[src/rtl/reg_wr_arbiter.sv]
`default_nettype none
// ============================================================================
// Module   : reg_wr_arbiter
// Purpose  : Round-robin arbiter sharing one registered register-file write
//            port between the ALU writeback (0) and load-return (1) paths.
//            Define ARB_STAT_EN to add saturating per-requester grant counters.
// Revision : 1.0 - initial release
// ============================================================================
module reg_wr_arbiter #(
   parameter int AW = 3,
   parameter int DW = 8,
   parameter int CW = 8
) (
   input  logic          CLK,
   input  logic          R,
   input  logic          HOLD,
   input  logic          REQ0,
   input  logic [AW-1:0] ADDR0,
   input  logic [DW-1:0] DATA0,
   output logic          GNT0,
   input  logic          REQ1,
   input  logic [AW-1:0] ADDR1,
   input  logic [DW-1:0] DATA1,
   output logic          GNT1,
   output logic          WE,
   output logic [AW-1:0] WADDR,
   output logic [DW-1:0] WDATA,
   output logic          LAST,
   output logic          CONFLICT
`ifdef ARB_STAT_EN
   ,
   output logic [CW-1:0] CNT0,
   output logic [CW-1:0] CNT1
`endif
);

   logic          r_pri;
   logic          r_we;
   logic [AW-1:0] r_waddr;
   logic [DW-1:0] r_wdata;
   logic          r_last;
   logic          r_conflict;
   logic          w_open;
   logic          w_gnt0;
   logic          w_gnt1;

   // Reset and stall both close the port; on contention the pointer picks the winner.
   assign w_open = ~R & ~HOLD;
   assign w_gnt0 = w_open & REQ0 & (~REQ1 | ~r_pri);
   assign w_gnt1 = w_open & REQ1 & (~REQ0 |  r_pri);

   assign GNT0     = w_gnt0;
   assign GNT1     = w_gnt1;
   assign WE       = r_we;
   assign WADDR    = r_waddr;
   assign WDATA    = r_wdata;
   assign LAST     = r_last;
   assign CONFLICT = r_conflict;

   always_ff @(posedge CLK) begin
      if (R) begin
         r_pri      <= 1'b0;
         r_we       <= 1'b0;
         r_waddr    <= '0;
         r_wdata    <= '0;
         r_last     <= 1'b0;
         r_conflict <= 1'b0;
      end else begin
         r_conflict <= ~HOLD & REQ0 & REQ1 & (ADDR0 == ADDR1);
         if (w_gnt0 | w_gnt1) begin
            r_we    <= 1'b1;
            r_waddr <= w_gnt1 ? ADDR1 : ADDR0;
            r_wdata <= w_gnt1 ? DATA1 : DATA0;
            r_last  <= w_gnt1;
            // Hand priority to the requester that just lost (or did not ask).
            r_pri   <= w_gnt0;
         end else begin
            r_we    <= 1'b0;
         end
      end
   end

`ifdef ARB_STAT_EN
   logic [CW-1:0] r_cnt0;
   logic [CW-1:0] r_cnt1;

   always_ff @(posedge CLK) begin
      if (R) begin
         r_cnt0 <= '0;
         r_cnt1 <= '0;
      end else begin
         if (w_gnt0 && (r_cnt0 != {CW{1'b1}}))
            r_cnt0 <= r_cnt0 + 1'b1;
         if (w_gnt1 && (r_cnt1 != {CW{1'b1}}))
            r_cnt1 <= r_cnt1 + 1'b1;
      end
   end

   assign CNT0 = r_cnt0;
   assign CNT1 = r_cnt1;
`else
   localparam int c_unused_cw = CW;
`endif

endmodule
`default_nettype wire

[config.mk]
export PLATFORM = sky130hd
export DESIGN_NAME = reg_wr_arbiter
export DESIGN_NICKNAME = d
export VERILOG_FILES = /design/src/rtl/reg_wr_arbiter.sv
export SDC_FILE = /design/constraint.sdc
export NUM_CORES = 1
export LEC_CHECK = 0
export ABC_AREA = 1
export BUFFER_PORTS_ARGS = -buffer_cell sky130_fd_sc_hd__buf_2
export CAP_MARGIN = 20
export CORE_UTILIZATION = 43
export DETAILED_ROUTE_END_ITERATION = 16
export HOLD_SLACK_MARGIN = 0.12
export PLACE_DENSITY_LB_ADDON = 0.05
export SETUP_SLACK_MARGIN = 0.15
export SYNTH_ARGS = -nofsm -noshare
export SYNTH_HDL_FRONTEND = slang
export SYNTH_SLANG_ARGS = --single-unit
[constraint.sdc]
create_clock -name CLK -period 1.2 [get_ports CLK]
set_input_delay 0.12 -clock CLK [delete_from_list [all_inputs] [get_ports CLK]]
set_output_delay 0.12 -clock CLK [all_outputs]
set_load 0.02 [all_outputs]
---- Word level (Yosys, flattened, before mapping) ----
Cells that the tools add are included.
storage, ports and cells
  bits in registers ....................... 15
  bits of input ports ..................... 27
  output and inout bits ................... 16
  logic and storage cells ................. 26
cells by class
  eq/ne operators ......................... 1
  muxes and demuxes ....................... 3
  bitwise gates (word level) .............. 16
operators with widths
  cell         count
  $and 1x1->1  8
  $mux 8       1
  $not 1->1    5
  $eq 3x3->1   1
  $mux 3       1
  $or 1x1->1   3
  $mux 1       1

---- Depth between registers and ports, before layout ----
  depth in word-level cells ............... 6
  mapped depth ............................ 8
  mapped depth without buffers ............ 7

---- Worst setup path before layout ----
Ideal clock, no wire load.
  path kind ............................... reg-to-reg
  from .................................... register r_pri
  to ...................................... register r_waddr[0], in the netlist WADDR[0]
  setup time .............................. 0.109 ns
  arrival ................................. 0.869 ns
  required time ........................... 1.091 ns
  slack ................................... 0.221 ns
  stages on the path, launching flop included .. 9
  buffers on the path ..................... 1
  period minus slack after synthesis ...... 0.979 ns
  cells stage by stage .................... dfxtp_1 > inv_1 > nand2_1 > nand3_1 > buf_4 > nand2_1 > nand3_1 > nand2_1 > inv_1
on the way
  cells in the longest elaborated chain, start to end .. 4
  elaborated cells on any way between the ends .. 7
  those cells by class .................... mux (1); bitwise (6)
ends and longest elaborated chain
  what                      line  text
  start: declaration        37    logic r_pri;
  start signal: assignment  76    r_pri <= w_gnt0;
  $not 1->1                 49    assign w_gnt0 = w_open & REQ0 & (~REQ1 | ~r_pri);
  $or 1x1->1                49
  $and 1x1->1               49
  $or 1x1->1                70    if (w_gnt0 | w_gnt1) begin
  end signal: assignment    72    r_waddr <= w_gnt1 ? ADDR1 : ADDR0;
  end: declaration          39    logic [AW-1:0] r_waddr;
Several ways; a longest one is shown, not always the timed one.
A chain may end at the register's enable or synchronous reset.

---- Worst setup path in the final report ----
  from .................................... register r_pri
  to ...................................... output port GNT1
on the way
  cells in the longest elaborated chain, start to end .. 2
ends and longest elaborated chain
  what              line  text
  $or 1x1->1        50    assign w_gnt1 = w_open & REQ1 & (~REQ0 | r_pri);
  $and 1x1->1       50
  end: declaration  24    output logic GNT1,
No other way between the ends.

==> flow_metrics.py <==
metrics = {
    "route": {
        "totalWireLength_um": 2220,
        "drc_errors": 0,
        "firstDrtPassIters": 4,
        "ant_nets": 0,
        "route.vias.total": 928,
        "viasPerCell": 4.64,
        "drt_iter0_drc": 14,
        "wl_per_cell_um": 11.1,
    },
    "synthesis": {
        "ys_warn_count": 0,
        "synth_fp_nets": 150,
        "ys_types": 14,
        "syn_avg_cell_area_um2": 6.44,
        "ys_seq_area_share_pct": 37.9,
        "synth_seq_cells": 15,
        "synth_cells": 123,
        "synth_area_um2": 792,
    },
    "timing": {
        "finalSetupViolations": 2,
        "post-route-period-util_pct": 101,
        "fin_crit_ps": 1220,
        "setup_ws_ps": -17.9,
        "drv_slew": 0,
        "fin_setup_tns_ps": -31.9,
        "timing.hold.ws_ps": 112,
        "max_freq_mhz": 821,
        "hold_viol_final": 0,
        "rsz0062_at_grt": "true",
        "tightest_slew_ps": 424,
        "max_slew_margin_pct": 71.7,
        "fin_worst_skew_ps": 2.02,
    },
    "critical_path": {
        "cp.arrival_ps": 1100,
        "r2r_start": "r_pri",
        "crit_chain": "inv_2, nand2_2, nand3_2, buf_6, inv_2, buf_6",
        "criticalPathCategory": "flop to output pin",
        "cp_slowest_cell": "dfxtp_2",
        "r2r_cells": 10,
        "crit_fanout": 3,
        "cp_top_family": "flip-flops",
        "cp-start-kind": "flop",
        "end_kind": "output pin",
        "critPathMaxStageDelay_ps": 360,
        "critical_path_buf_inv_count": 4,
        "reg2reg_setup_slack_ps": 20,
        "worst_r2r_endpoint": "WDATA[3]",
        "required_ps": 1080,
    },
    "global_route": {
        "grt_use_met1_pct": 26.8,
        "grt_max_degree": 14,
        "overflow": 0,
        "met3_usage_pct": 4.80,
        "grt_pass1_wl_um": 3290,
        "grtUsageMet2_pct": 38.8,
        "antenna_found_initial": 0,
        "busiest_layer": "met2",
        "grt_pass1_vias": 810,
        "grt_use_total_pct": 22.6,
    },
    "cells_and_area": {
        "layout_common_cells": "buf_2, inv_1, nand2_1",
        "design_area_um2": 1200,
        "area_growth_pct": 52.0,
        "final_core_util_pct": 69.7,
        "final_common_cell": "buf_2",
        "layout.nets": 203,
        "antenna_cells": 0,
        "layout-drive-gt1-share_pct": 43.4,
    },
    "cts": {
        "cts.path.max_buffers": 2,
        "clk-insertion-delay-late_ps": 290,
        "path_clk_slew_ps": 100,
        "cts_buffers": 3,
        "cts_root_buf": "clkbuf_4",
        "htree_levels": 1,
        "cts.sinks": 15,
        "cts_tree": "built",
    },
    "outcome": {
        "outcome": "finished, violations left",
        "violations": "setup timing",
    },
    "power": {
        "peakVddDrop_mv": 0.599,
        "p_leak_uw": 0.000677,
        "powerDensity_nw_per_um2": 948,
    },
    "placed_design": {
        "dpl_cell_area_um2": 1040,
        "port_buffers": 42,
        "dp_slack_ps": 78.6,
        "place.gp.congestion": 0.901,
        "place_hpwl_um": 1420,
    },
    "hold_path": {
        "min_to": "WDATA[6]",
        "hold_class": "primary input to flop",
        "hold_depth": 5,
        "hold_path_startpoint": "DATA0[6]",
    },
    "floorplanning": {
        "initial_utilization_pct": 45.9,
        "fp.dieH_um": 44.9,
        "die_area_um2": 2020,
        "row_count": 15,
        "ioPinCount": 43,
        "die_x_um": 44.9,
        "core_area_um2": 1730,
    },
    "job": {
        "drv_cap": 0,
    },
}
[metal layers]
layer  part of all wire, %  wire length (µm)  vias up
li1                      -                 -      479
met5                     0                 0        -
met3                   5.3               117        5
met1                    43               951      411
met2                    51              1120       33
met4                   1.3                29        0
[registers in the layout, summed over array words and instances (netlist names)]
signal    flops
CONFLICT      1
LAST          1
WADDR         3
WDATA         8
WE            1
r_pri         1
[final cells by class]
type                            instances  area [µm²]
Multi-Input combinational cell         74         405
Clock buffer                            3        22.5
Clock inverter                          1        5.00
Tap cell                               25        31.3
Inverter                               28         105
Sequential cell                        15         302
Timing Repair Buffer                   54         333
Fill cell                             160         523
[synth_stat cells]
| library cell | instances | area (µm²) |
|---|---|---|
| a21oi_1 | 13 | 65.1 |
| buf_2 | 3 | 15.0 |
| buf_4 | 2 | 15.0 |
| clkbuf_1 | 1 | 3.75 |
| dfxtp_1 | 15 | 300 |
| inv_1 | 28 | 105 |
| nand2_1 | 29 | 109 |
| nand3_1 | 26 | 130 |
| nor2_4 | 1 | 11.3 |
| nor3_1 | 1 | 5.00 |
| o21ai_2 | 1 | 8.76 |
| or2_2 | 1 | 6.26 |
| xnor2_1 | 1 | 8.76 |
| xor2_1 | 1 | 8.76 |
[tightest hold or removal path, delay by kind of cell]
kind,cells,cell delay (ps)
AND/OR/NAND/NOR,3,150
buffers and inverters,2,120
[kinds of logic (layout without fill, tap and decap cells)]
logic type                Yosys count  count (layout)  synth area share, %
DFF                                15              15                 37.9
AOI/OAI and AO/OA                  14              14                 9.32
and+or+nand+nor                    58              58                 33.0
buffers and inverters              34              86                 17.5
xor gates and xnor gates            2               2                 2.21
[where the power goes]
part / leakage [µW] / switching, µW / internal [µW]
Clock: 0.0000177 / 182 / 124
Combinational: 0.000536 / 170 / 125
Sequential: 0.000124 / 13.2 / 528
[stage by stage]
| stage | std cells | power (µW) |
|---|---|---|
| 2_1_floorplan | 123 | 700 |
| 3_3_place_gp | 189 | 802 |
| 3_5_place_dp | 189 | 805 |
| 4_1_cts | 199 | 1120 |
| 5_1_grt | 200 | 1210 |
| 6_report | 200 | 1140 |
[worst max path at each step]
stage,slack (ps),cells past startpoint,start,end
final,-20,6,r_pri,GNT1
after CTS,-4,6,r_pri,GNT1
after detailed placement,80,6,r_pri,WDATA[7]
after floorplan,220,8,r_pri,WADDR[0]
after global placement,140,6,r_pri,WDATA[7]
after global routing,-80,6,r_pri,GNT1
[timing repair]
item,in CTS,in global routing
pin swaps,1,5
setup buffers,4,1
endpoints found under the hold margin,2,0
resized for setup,8,18
hold buffers,2,0
endpoints found under the setup margin,13,14
Power figures use the tool's default switching activity.
